==> config.mk <==
export PLATFORM = sky130hd
export DESIGN_NAME = can_rx_fifo
export DESIGN_NICKNAME = d
export VERILOG_FILES = /design/src/rtl/can_rx_fifo.sv
export SDC_FILE = /design/constraint.sdc
export NUM_CORES = 1
export LEC_CHECK = 0
export ABC_AREA = 1
export BUFFER_PORTS_ARGS = -buffer_cell sky130_fd_sc_hd__buf_2
export CORE_MARGIN = 5
export CORE_UTILIZATION = 45
export DETAILED_ROUTE_END_ITERATION = 10
export GPL_TIMING_DRIVEN = 1
export PLACE_DENSITY = 0.73
export REMOVE_ABC_BUFFERS = 1
export SLEW_MARGIN = 20
export SYNTH_ARGS = -nofsm -noshare
export SYNTH_HDL_FRONTEND = slang
export SYNTH_SLANG_ARGS = --single-unit
export TNS_END_PERCENT = 10
==> constraint.sdc <==
create_clock -name clk -period 19.5 [get_ports clk]
set_clock_uncertainty 0.2 [all_clocks]
set_input_delay 1.95 -clock clk [delete_from_list [all_inputs] [get_ports clk]]
set_output_delay 1.95 -clock clk [all_outputs]
set_load 0.005 [all_outputs]
==> src/rtl/can_rx_fifo.sv <==
// Receive frame buffer behind the CAN controller: ID/EXT acceptance filter,
// DEPTH-entry frame FIFO, 4-register bus window and level/overflow interrupt.
module can_rx_fifo #(
    parameter int DEPTH = 4,
    parameter int CW    = $clog2(DEPTH) + 1
) (
    input  logic        clk,
    input  logic        reset,
    input  logic        in_valid,
    input  logic [28:0] in_id,
    input  logic        in_ext,
    input  logic        in_rtr,
    input  logic [3:0]  in_dlc,
    input  logic [63:0] in_data,
    input  logic        cs,
    input  logic [1:0]  rs,
    input  logic        wr,
    input  logic [31:0] d,
    output logic [31:0] q,
    output logic        irq
);
    localparam int AW = $clog2(DEPTH);

    // Frame storage; deliberately not reset, only the pointers are.
    logic [28:0] id_mem   [DEPTH];
    logic        ext_mem  [DEPTH];
    logic        rtr_mem  [DEPTH];
    logic [3:0]  dlc_mem  [DEPTH];
    logic [63:0] data_mem [DEPTH];

    logic [AW-1:0] wptr_q, rptr_q;
    logic [CW-1:0] count_q, count_d;
    logic          ovf_q, ovf_d;
    logic [7:0]    drops_q, drops_d;
    logic [1:0]    irqen_q;
    logic          irq_q;
    logic          match_ext_q, mask_ext_q;
    logic [28:0]   match_id_q, mask_id_q;

    logic wr_en, pop_req, clr, accepted, empty, full, pop, push, drop;
    logic unused_d29;

    assign unused_d29 = d[29];
    assign wr_en      = cs & wr;
    assign pop_req    = wr_en && (rs == 2'd1) && d[8];
    assign clr        = wr_en && (rs == 2'd1) && d[9];
    assign empty      = (count_q == '0);
    assign full       = (count_q == CW'(DEPTH));
    assign accepted   = (((in_id ^ match_id_q) & mask_id_q) == 29'd0)
                        && (!mask_ext_q || (in_ext == match_ext_q));
    assign pop        = pop_req & ~empty;
    // A pop in the same cycle frees the slot, so a full FIFO still takes the frame.
    assign push       = ~reset & in_valid & accepted & (~full | pop);
    assign drop       = in_valid & accepted & full & ~pop;

    always_comb begin
        count_d = count_q;
        if (push && !pop)
            count_d = count_q + CW'(1);
        else if (pop && !push)
            count_d = count_q - CW'(1);
        ovf_d   = ovf_q;
        drops_d = drops_q;
        if (drop) begin
            ovf_d = 1'b1;
            if (drops_q != 8'hFF)
                drops_d = drops_q + 8'd1;
        end
        if (clr) begin
            ovf_d   = 1'b0;
            drops_d = 8'd0;
        end
    end

    always_ff @(posedge clk) begin
        if (reset) begin
            wptr_q      <= '0;
            rptr_q      <= '0;
            count_q     <= '0;
            ovf_q       <= 1'b0;
            drops_q     <= 8'd0;
            irqen_q     <= 2'b00;
            irq_q       <= 1'b0;
            match_ext_q <= 1'b0;
            match_id_q  <= 29'd0;
            mask_ext_q  <= 1'b0;
            mask_id_q   <= 29'd0;
        end else begin
            if (push)
                wptr_q <= wptr_q + AW'(1);
            if (pop)
                rptr_q <= rptr_q + AW'(1);
            count_q <= count_d;
            ovf_q   <= ovf_d;
            drops_q <= drops_d;
            irq_q   <= (irqen_q[0] & ~empty) | (irqen_q[1] & ovf_q);
            if (wr_en) begin
                case (rs)
                    2'd0: begin
                        match_ext_q <= d[31];
                        match_id_q  <= d[28:0];
                    end
                    2'd1: irqen_q <= d[31:30];
                    2'd2: begin
                        mask_ext_q <= d[31];
                        mask_id_q  <= d[28:0];
                    end
                    default: ;
                endcase
            end
        end
    end

    always_ff @(posedge clk) begin
        if (push) begin
            id_mem[wptr_q]   <= in_id;
            ext_mem[wptr_q]  <= in_ext;
            rtr_mem[wptr_q]  <= in_rtr;
            dlc_mem[wptr_q]  <= in_dlc;
            data_mem[wptr_q] <= in_data;
        end
    end

    assign irq = irq_q;

    // Head fields read as zero while the FIFO is empty.
    always_comb begin
        q = 32'd0;
        if (cs && !wr) begin
            case (rs)
                2'd0: if (!empty)
                    q = {ext_mem[rptr_q], rtr_mem[rptr_q], 1'b0, id_mem[rptr_q]};
                2'd1:
                    q = {irqen_q, 6'b0, {{(8-CW){1'b0}}, count_q}, drops_q,
                         1'b0, ovf_q, full, empty, (empty ? 4'd0 : dlc_mem[rptr_q])};
                2'd2: if (!empty)
                    q = data_mem[rptr_q][31:0];
                default: if (!empty)
                    q = data_mem[rptr_q][63:32];
            endcase
        end
    end
endmodule

=== Word-level counts from Yosys, hierarchy flattened ===
Memory sizes are Yosys's and may differ from the RTL's. A register that Yosys moved wholly into a read port is not among the register bits.
Index checks and enable logic that the tools add are counted.
W data, S select, Z words.

* $add $sub $neg: 5
* Equality and inequality tests: 5
* Muxes and demuxes: 20
* Bitwise operators: 18
* Reduce and logical (&&, ||, !) cells: 21

{| class="wikitable"
|+ Operators by type and width
! cell !! number
|-
| $mux W32 || 4
|-
| $pmux W32 S3 || 1
|-
| $and A29 B29 Y29 || 1
|-
| $logic_not A29 Y1 || 1
|-
| $xor A29 B29 Y29 || 1
|-
| $mux W2 || 10
|-
| $and A1 B1 Y1 || 10
|-
| $add A8 B1 Y8 const B || 1
|-
| $ne A8 B8 Y1 const B || 1
|-
| $reduce_and A2 Y1 || 4
|-
| $logic_and A1 B1 Y1 || 7
|-
| $mux W3 || 2
|-
| $add A2 B1 Y2 const B || 2
|-
| $logic_not A1 Y1 || 4
|-
| $mux W4 || 1
|-
| $not A1 Y1 || 4
|-
| $add A3 B1 Y3 const B || 1
|-
| $eq A3 B3 Y1 const B || 1
|-
| $logic_not A3 Y1 || 1
|-
| $sub A3 B1 Y3 const B || 1
|-
| $eq A2 B1 Y1 const B || 1
|-
| $eq A2 B2 Y1 const B || 1
|-
| $logic_not A2 Y1 || 1
|-
| $mux W1 || 2
|-
| other kinds (5) || 6
|}

* Register bits: 79
* RAM bits: 396
* Bits of input ports: 138
* Output and inout port bits: 33
* Word-level logic and storage cells: 85
* Memories kept: 5

{| class="wikitable"
|+ Memory list
! name !! words !! width !! rd ports !! clocked after Yosys merged registers in !! wr ports !! line !! text
|-
| data_mem || 4 || 64 || 1 || 1 || 1 || 29 || <nowiki>logic [63:0] data_mem [DEPTH];</nowiki>
|-
| id_mem || 4 || 29 || 1 || 1 || 1 || 25 || <nowiki>logic [28:0] id_mem [DEPTH];</nowiki>
|-
| dlc_mem || 4 || 4 || 1 || 1 || 1 || 28 || <nowiki>logic [3:0] dlc_mem [DEPTH];</nowiki>
|-
| ext_mem || 4 || 1 || 1 || 1 || 1 || 26 || <nowiki>logic ext_mem [DEPTH];</nowiki>
|-
| rtr_mem || 4 || 1 || 1 || 1 || 1 || 27 || <nowiki>logic rtr_mem [DEPTH];</nowiki>
|}

=== Longest topological paths before layout ===
Gate-level depths: netlist of the first run.

* Depth after elaboration: 10
* Gate-level depth with buffers: 19
* Gate-level depth less buffers: 19

=== Worst setup path after synthesis of the first run ===
Ideal clock, no wire load.

* Path type: input -> register
* Start: input in_id[13]
* End: memory data_mem[0][0] (enable)
* Library setup time: 0.558 ns
* Data arrival time: 6.933 ns
* Slack: 11.809 ns
* Cell stages on the path: 10
* Buffers on the path: 0
* Cell sequence: or2_1 > nand3_2 > nand2_2 > nor2_2 > nand2_2 > nor2_4 > nand2_2 > inv_2 > nand3_1 > nor2_1

* Cells in the longest elaborated chain, start to end: 8

{| class="wikitable"
|+ Ends and longest elaborated chain
! what !! line !! text
|-
| from (decl) || 10 || <nowiki>input logic [28:0] in_id,</nowiki>
|-
| $xor A29 B29 Y29 || 49 || <nowiki>assign accepted = (((in_id ^ match_id_q) & mask_id_q) == 29'd0)</nowiki>
|-
| $and A29 B29 Y29 || 49 ||
|-
| $logic_not A29 Y1 || 49 ||
|-
| $logic_and A1 B1 Y1 || 50 || <nowiki>&& (!mask_ext_q || (in_ext == match_ext_q));</nowiki>
|-
| $and A1 B1 Y1 (2 in series) || 53 || <nowiki>assign push = ~reset & in_valid & accepted & (~full | pop);</nowiki>
|-
| $mux W1 || 115 || <nowiki>if (push) begin</nowiki>
|-
| $mux W1 (implied by the code) || 120 || <nowiki>data_mem[wptr_q] <= in_data;</nowiki>
|-
| to (decl) || 29 ||
|}

Every way passes these cells.

=== Worst setup path after layout of the first run ===
* Start: input rs[1]
* End: output q[4]

* Cells in the longest elaborated chain, start to end: 3
* Elaborated cells between the ends (all ways): 5
* Those cells by class: eq/ne: 2; mux: 2; reduce/logical: 1

{| class="wikitable"
|+ Ends and longest elaborated chain
! what !! line !! text
|-
| from (decl) || 16 || <nowiki>input logic [1:0] rs,</nowiki>
|-
| $eq A2 B2 Y1, or another cell as far along || 130 || <nowiki>case (rs)</nowiki>
|-
| $pmux W32 S3 (*) || 130 ||
|-
| $mux W32 (*) || 129 || <nowiki>if (cs && !wr) begin</nowiki>
|-
| to (decl) || 19 || <nowiki>output logic [31:0] q,</nowiki>
|}

Every way passes the cells marked *; elsewhere a longest branch is shown, timed or not.

==> results of run 1 <==
==> worst max path at each step <==
stage	depth (start not counted)	startpoint	slack, ps	end
finish	8	rs[1]	12950	q[4]
global route	10	rs[1]	12820	q[5]
CTS	8	rs[1]	12970	q[4]
detailed placement	8	rs[1]	12980	q[4]
global placement	8	rs[1]	13010	q[4]
floorplan	3	reset	11610	data_mem[0][0]$_DFFE_PP_
==> synthesized netlist by cell type <==
cell type / count
buf_4: 4
fa_1: 1
a31oi_1: 7
nand2_2: 6
buf_2: 49
nand2_4: 1
or2_2: 1
dfxtp_1: 81
nand4_1: 5
nor2_2: 7
a32o_1: 1
o22ai_1: 86
a211oi_2: 1
o21a_1: 3
buf_1: 1
a41oi_1: 13
nand3_1: 79
nand2_1: 172
o211ai_1: 4
inv_1: 95
xor2_1: 1
clkbuf_2: 3
nor4_1: 1
o21ai_1: 3
or2_1: 2
o221ai_1: 10
inv_2: 10
ha_1: 6
o21ai_0: 265
nor2_1: 301
nor2_4: 4
edfxtp_1: 396
a21oi_1: 65
nand3_2: 2
clkbuf_1: 45
nand4_2: 1
inv_4: 1
==> worst reg2reg max path: stages (launching register included) <==
cell and delay, ps:
dfxtp_1 440, nor2_2 90, nand2_2 550, nand3_2 250, nand2_4 180, nand3_1 350
nor2_4 760, buf_4 850
==> layer usage <==
metal,share of wire (%),vias up,GRT usage (%)
li1,-,6440,-
met1,41,6653,26.9
met2,48,507,34.0
met3,7.8,113,4.64
met4,2.9,24,7.42
met5,0.34,-,0
==> per-stage QoR <==
stage	util, %	power, mW
after floorplan	-	1.23
after global placement	48.3	1.29
after detailed placement	48.3	1.30
after CTS	51.4	2.10
after global routing	51.5	2.16
final	51.5	2.09
==> cell families after synthesis <==
group           share of synthesized area [%]
compound gates                           13.0
xor+xnor                               0.0451
fa+ha+maj                               0.490
buf+inv                                  4.45
flops                                    69.6
simple gates                             12.4
==> sequential cells by signal, indices dropped and copies added (netlist names), 2 cells and up, named ones only <==
| signal | cells |
|---|---|
| data_mem | 256 |
| id_mem | 116 |
| mask_id_q | 29 |
| match_id_q | 29 |
| dlc_mem | 16 |
| drops_q | 8 |
| ext_mem | 4 |
| rtr_mem | 4 |
| count_q | 3 |
| irqen_q | 2 |
| rptr_q | 2 |
| wptr_q | 2 |
==> power by group <==
| group | leakage (nW) | switching, mW | total, mW | internal [mW] |
|---|---|---|---|---|
| sequential | 4.23 | 0.00860 | 1.14 | 1.13 |
| combinational | 3.13 | 0.0930 | 0.132 | 0.0392 |
| clock | 0.672 | 0.364 | 0.812 | 0.448 |
| total | 8.04 | 0.465 | 2.09 | 1.62 |
==> area by class of cell <==
cell class	count	area [µm²]
tap	585	732
fill	3685	20800
inverter	106	400
multi-input combinational	1048	5060
antenna	11	27.5
timing repair buffer	189	1010
clock inverter	25	118
sequential	477	13500
clock buffer	59	1240
==> results.txt, run 1 <==
----------------------------------------------------
[GRT]
  Global-route wire length before repair ... 76.1 mm
  Global-route usage over all layers ... 20.6%
  Vias in the first global route ... 13374
  Number of antenna violations at the first check in global routing ... 21
  Pin count of the biggest net entering global routing ... 105
  Overflow left after global routing ... 0

[Detailed routing]
  Vias per cell ... 5.49
  Total number of vias ... 13737
  Total wire length ... 50.0 mm
  Number of antenna-violating nets in the routed design ... 0
  Count of routing violations after the opening detailed-route iteration ... 1032
  Number of detailed-route iterations in the first pass ... 5
  Final routed wire length divided by cell count ... 20.0 µm
  DRC viols ... 0

[Pwr]
  Power Dens Cells ... 94.4 nW/µm²
  Static leakage ... 8.04 nW
  Peak supply drop ... 0.0000531 V

[Clock network]
  Number of resized instances in the post-cts repair step ... 0
  Number of buffers added to fix hold violations after cts ... 0
  Library cell used as clock root buffer ... clkbuf_16
  H-Tree Depth ... 2
  CTS tree ... built
  Clock input transition at the sequential cells of the worst setup and hold paths ... 60 ps
  Clock latency reported for the late side of the worst-skew pair ... 570 ps
  Num Clock Sinks ... 477
  Number of post-CTS setup repair buffers ... 0
  Buffer depth of the longest clock path ... 3
  Number of buffers created by CTS ... 46

[Floorplanning]
  DIE AREA ... 47400 µm²
  Core area ... 42900 µm²
  Num rows ... 76
  Horizontal die dimension ... 218 µm
  Chip height ... 218 µm
  Effective utilization at floorplan ... 45.2%
  # IOs ... 171

[Critical path]
  Max Fanout on Critical Path ... 17
  Slowest library cell on the worst path ... nor2_2
  Required time of the critical path ... 17350 ps
  Reg-to-reg critical path startpoint ... count_q[0]$_SDFFE_PP0P_
  Worst r2r dst ... id_mem[0][28]$_DFFE_PP_
  Largest incremental delay on the critical path ... 920 ps
  Cell chain of the critical path ... buf_2 -> nor2_2 -> buf_4 -> o21ai_0 -> o221ai_1 -> nand3_1 -> a31oi_1 -> buf_2
  Startpoint types ... input pin
  R2R setup slack ... 15410 ps
  Number of cells on the worst reg-to-reg path ... 7
  Crit path top cell by count ... buf_2
  Number of buffers and inverters on the critical path ... 3
  Arrival @ worst endpoint ... 4400 ps
  Capturing element type of the critical path ... output pin
  Type of the setup path with the least slack ... in -> out
  Largest delay share family, worst path ... simple AND/OR/NAND/NOR gates

[Timing]
  Slew Viols, Final ... 0
  Worst Setup Slack, final ... 12950 ps
  Tightest slew margin relative to the limit ... 24.3%
  Transition time at the pin with the least slew margin ... 1130 ps
  Ratio of final minimum period to clock period ... 33.6%
  Worst hold slack after final layout ... 263 ps
  RSZ-0062 raised after global routing ... false
  Peak clock frequency supported by timing ... 153 MHz
  Number of failing hold endpoints at the final stage ... 0
  Time the final worst path needs with I/O delays and setup ... 6550 ps
  Final-report setup violation count ... 0
  Accumulated negative setup slack ... 0 ps

[Yosys]
  Post-Syn Instances ... 1733
  Netlist cell types ... 37
  Portion of the post-synthesis area used by sequential elements ... 69.6%
  Dominant cells by area after synthesis ... edfxtp_1 61%, dfxtp_1 8.4%, o21ai_0 6.8%
  Area share of the largest cell type after synthesis ... 61.3%
  Area leader, netlist ... edfxtp_1
  Area of the mapped netlist ... 19400 µm²
  Synthesized flop and latch total ... 477
  Warnings, synthesis ... 0
  Average size of a mapped cell ... 11.2 µm²

[Min path]
  Number of cells on the worst hold path ... 2
  Hold Crit Class ... reg -> reg
  Startpoint of the most critical hold path ... match_ext_q$_SDFFE_PP0P_
  Hold Path End ... match_ext_q$_SDFFE_PP0P_

[Placement]
  Area after detailed placement ... 20700 µm²
  Last weighted congestion value of the routability-driven placer ... 0.815
  Count of input and output buffers ... 169
  Placed insts ... 2404
  Detail Placement HPWL ... 30.2 mm
  Worst slack at placement ... 12980 ps

[Cells and area]
  Area growth from synthesis to layout ... 13.9%
  Fraction of final layout cells sized beyond drive strength 1 ... 15.4%
  Final Instance Count excl. Fillers ... 2500
  Number of nets at the end of the flow ... 2013
  Leading cell type in the layout, fill and taps excluded ... edfxtp_1
  Highest-count cells in the layout ignoring fill and taps ... 396 x edfxtp_1, 295 x nor2_1, 265 x o21ai_0, 172 x nand2_1, 169 x buf_2
  Post-Layout Inst Area ... 22100 µm²

[Run]
  Max-Cap Viols ... 0

[Run status]
  Result of the run ... completed

----------------------------------------------------
Power figures use the tool's default switching activity.
==> inputs of run 2 (changes only) <==
ABC_AREA = 0   (was 1)
clock period = 6.54 ns   (was 19.5 ns; I/O delays follow)
==> run 2 against run 1 <==
Against the previous run: worst hold slack got worse by 160 ps; utilization is 1.7 points higher; synthesized cell count shrank 37%; area after synthesis is 3.9% lower; cell count down 26%; register-to-register slack worse by 13000 ps; critical path depth is 3 lower; critical path type is now reg -> out; critical endpoint unchanged; largest cell class unchanged; largest power group unchanged; highest routed layer unchanged.
==> results.txt, run 2 <==
----------------------------------------------------
[Run status]
  Result of the run ... completed

[GRT]
  Number of antenna violations at the first check in global routing ... 12
  Overflow left after global routing ... 0
  Vias in the first global route ... 10602
  Global-route usage over all layers ... 18.7%
  Pin count of the biggest net entering global routing ... 74
  Global-route wire length before repair ... 63.9 mm

[Cells and area]
  Number of nets at the end of the flow ... 1415
  Register ranked first by flip-flop count ... data_mem
  Highest-count cells in the layout ignoring fill and taps ... 396 x edfxtp_1, 169 x buf_2, 127 x nand2_1, 103 x mux4_2, 103 x a21oi_1
  Fraction of final layout cells sized beyond drive strength 1 ... 30.8%
  Fill cells ... 3253
  Total area of multi-input combinational cells ... 4880 µm²
  Storage element area ... 13500 µm²
  Area growth from synthesis to layout ... 17.0%
  Leading registers by flop count ... data_mem: 256 flops, id_mem: 116 flops
  Leading cell type in the layout, fill and taps excluded ... edfxtp_1
  Final Instance Count excl. Fillers ... 1846
  Flip-flop count of the largest register, all copies and words added ... 256
  Post-Layout Inst Area ... 21800 µm²

[Timing]
  Number of failing hold endpoints at the final stage ... 0
  Ratio of final minimum period to clock period ... 68.0%
  Worst hold slack after final layout ... 100 ps
  Transition time at the pin with the least slew margin ... 1010 ps
  Tightest slew margin relative to the limit ... 32.4%
  Final-report setup violation count ... 0
  Accumulated negative setup slack ... 0 ps
  Time the final worst path needs with I/O delays and setup ... 4450 ps
  RSZ-0062 raised after global routing ... false
  Slew Viols, Final ... 0
  Peak clock frequency supported by timing ... 225 MHz

[Critical path]
  Arrival @ worst endpoint ... 3590 ps
  Startpoint types ... flop
  Number of buffers and inverters on the critical path ... 1
  Required time of the critical path ... 5690 ps
  Max Fanout on Critical Path ... 21
  Slowest library cell on the worst path ... nor2b_4
  Reg-to-reg critical path startpoint ... match_id_q[0]$_SDFFE_PP0P_
  Largest incremental delay on the critical path ... 780 ps
  R2R setup slack ... 2130 ps
  Number of cells on the worst reg-to-reg path ... 7
  Largest delay share family, worst path ... simple AND/OR/NAND/NOR gates
  Worst r2r dst ... dlc_mem[0][2]$_DFFE_PP_
  Cell chain of the critical path ... or3_1 -> nor2b_4 -> a21oi_1 -> a311oi_1 -> buf_2
  WP depth ... 5
  Capturing element type of the critical path ... output pin
  Type of the setup path with the least slack ... reg -> out

[Floorplanning]
  Chip height ... 214 µm
  Horizontal die dimension ... 214 µm
  Num rows ... 74
  # IOs ... 171
  Core area ... 40900 µm²
  Effective utilization at floorplan ... 45.6%
  DIE AREA ... 45600 µm²

[Clock network]
  H-Tree Depth ... 2
  Number of resized instances in the post-cts repair step ... 0
  Number of post-CTS setup repair buffers ... 0
  Num Clock Sinks ... 477
  CTS tree ... built
  Clock latency reported for the late side of the worst-skew pair ... 570 ps
  Number of buffers added to fix hold violations after cts ... 0
  Library cell used as clock root buffer ... clkbuf_16
  Clock input transition at the sequential cells of the worst setup and hold paths ... 60 ps
  Number of buffers created by CTS ... 48
  Buffer depth of the longest clock path ... 3

[Yosys]
  Most used flip-flop cell after synthesis ... edfxtp_1
  Async set-reset flop share out of synthesis ... 0%
  Post-synth EDFFs ... 396
  Warnings, synthesis ... 0
  Area of the mapped netlist ... 18600 µm²
  Average size of a mapped cell ... 17.0 µm²
  Top post-synthesis cells by count ... 396 x edfxtp_1, 127 x nand2_1, 104 x a21oi_1, 103 x mux4_2, 81 x dfxtp_1
  Area share of the largest cell type after synthesis ... 63.8%
  Area leader, netlist ... edfxtp_1
  Most repeated cell in the gate-level netlist after synthesis ... edfxtp_1
  Synthesized flop and latch total ... 477
  Post-Syn Instances ... 1096
  Portion of the post-synthesis area used by sequential elements ... 72.5%
  Netlist cell types ... 37
  Dominant cells by area after synthesis ... edfxtp_1 64%, mux4_2 12%, dfxtp_1 8.7%

[Detailed routing]
  Total number of vias ... 10232
  Final routed wire length divided by cell count ... 23.0 µm
  Vias per cell ... 5.54
  Number of antenna-violating nets in the routed design ... 0
  Number of detailed-route iterations in the first pass ... 6
  DRC viols ... 0
  Count of routing violations after the opening detailed-route iteration ... 833
  Total wire length ... 42.4 mm

[Min path]
  Startpoint of the most critical hold path ... in_data[51]
  Number of cells on the worst hold path ... 1
  Hold Path End ... data_mem[3][51]$_DFFE_PP_
  Hold Crit Class ... in -> reg

[Placement]
  Placed insts ... 1752
  Area after detailed placement ... 20100 µm²
  Detail Placement HPWL ... 26.6 mm
  Count of input and output buffers ... 169
  Last weighted congestion value of the routability-driven placer ... 0.777

[Pwr]
  Power, Total ... 6.67 mW
  Peak supply drop ... 0.000166 V
  Power Dens Cells ... 306 nW/µm²
  Static leakage ... 7.27 nW

[Run]
  Max-Cap Viols ... 0

----------------------------------------------------
[run 2: cells by family after synthesis]
logic type,share of synthesized area (%)
muxes,14.1
buffers and inverters,1.50
adders and majority gates,0.510
DFF,72.5
AOI/OAI and AO/OA,4.54
and+or+nand+nor,5.31
xor gates and xnor gates,1.60
[run 2: worst reg2reg max path: cells and delay by family, from the launching register on]
family	cells	cell delay [ps]
AND/OR/NAND/NOR	4	2300
XOR/XNOR	1	160
buffers and inverters	1	500
flip-flops	1	320
AO/OA/AOI/OAI	1	580
[run 2: area by class of cell]
class                           instances  share of cell area [%]
Clock inverter                         23                    1.50
Clock buffer                           64                    6.11
Antenna cell                            7                  0.0803
Timing Repair Buffer                  187                    4.73
Tap cell                              532                    3.05
Multi-Input combinational cell        548                    22.4
Sequential cell                       477                    62.0
Inverter                                8                   0.138
[run 2: how the worst max path moves through the flow]
stage	slack [ps]	from	to
2_1_floorplan	280	flop	q[0]
3_3_place_gp	1710	in_id[0]	data_mem[0][58]$_DFFE_PP_
3_5_place_dp	1640	in_id[0]	id_mem[0][2]$_DFFE_PP_
4_1_cts	1760	count_q[0]$_SDFFE_PP0P_	q[4]
5_1_grt	1920	match_id_q[0]$_SDFFE_PP0P_	id_mem[0][2]$_DFFE_PP_
6_report	2090	count_q[0]$_SDFFE_PP0P_	q[4]
[run 2: report_power, final]
group          total, mW  internal, mW  switching [mW]  leakage [nW]
Combinational      0.405         0.158           0.247          2.21
Clock               2.85          1.75            1.11         0.819
Sequential          3.42          3.39          0.0290          4.24
Total               6.67          5.29            1.38          7.27
[run 2: metal layers]
metal / track usage, % / share of wire, %
met1: 24.9 / 40
met2: 30.8 / 50
met3: 4.24 / 7.3
met4: 6.75 / 2.7
met5: 0 / 0.19
[run 2: per-stage QoR]
stage               setup slack [ps]  utilization [%]
detailed placement              1640             49.2
global placement                1710             49.2
finish                          2090             53.3
CTS                             1760             53.2
floorplan                        279                -
global route                    1920             53.3
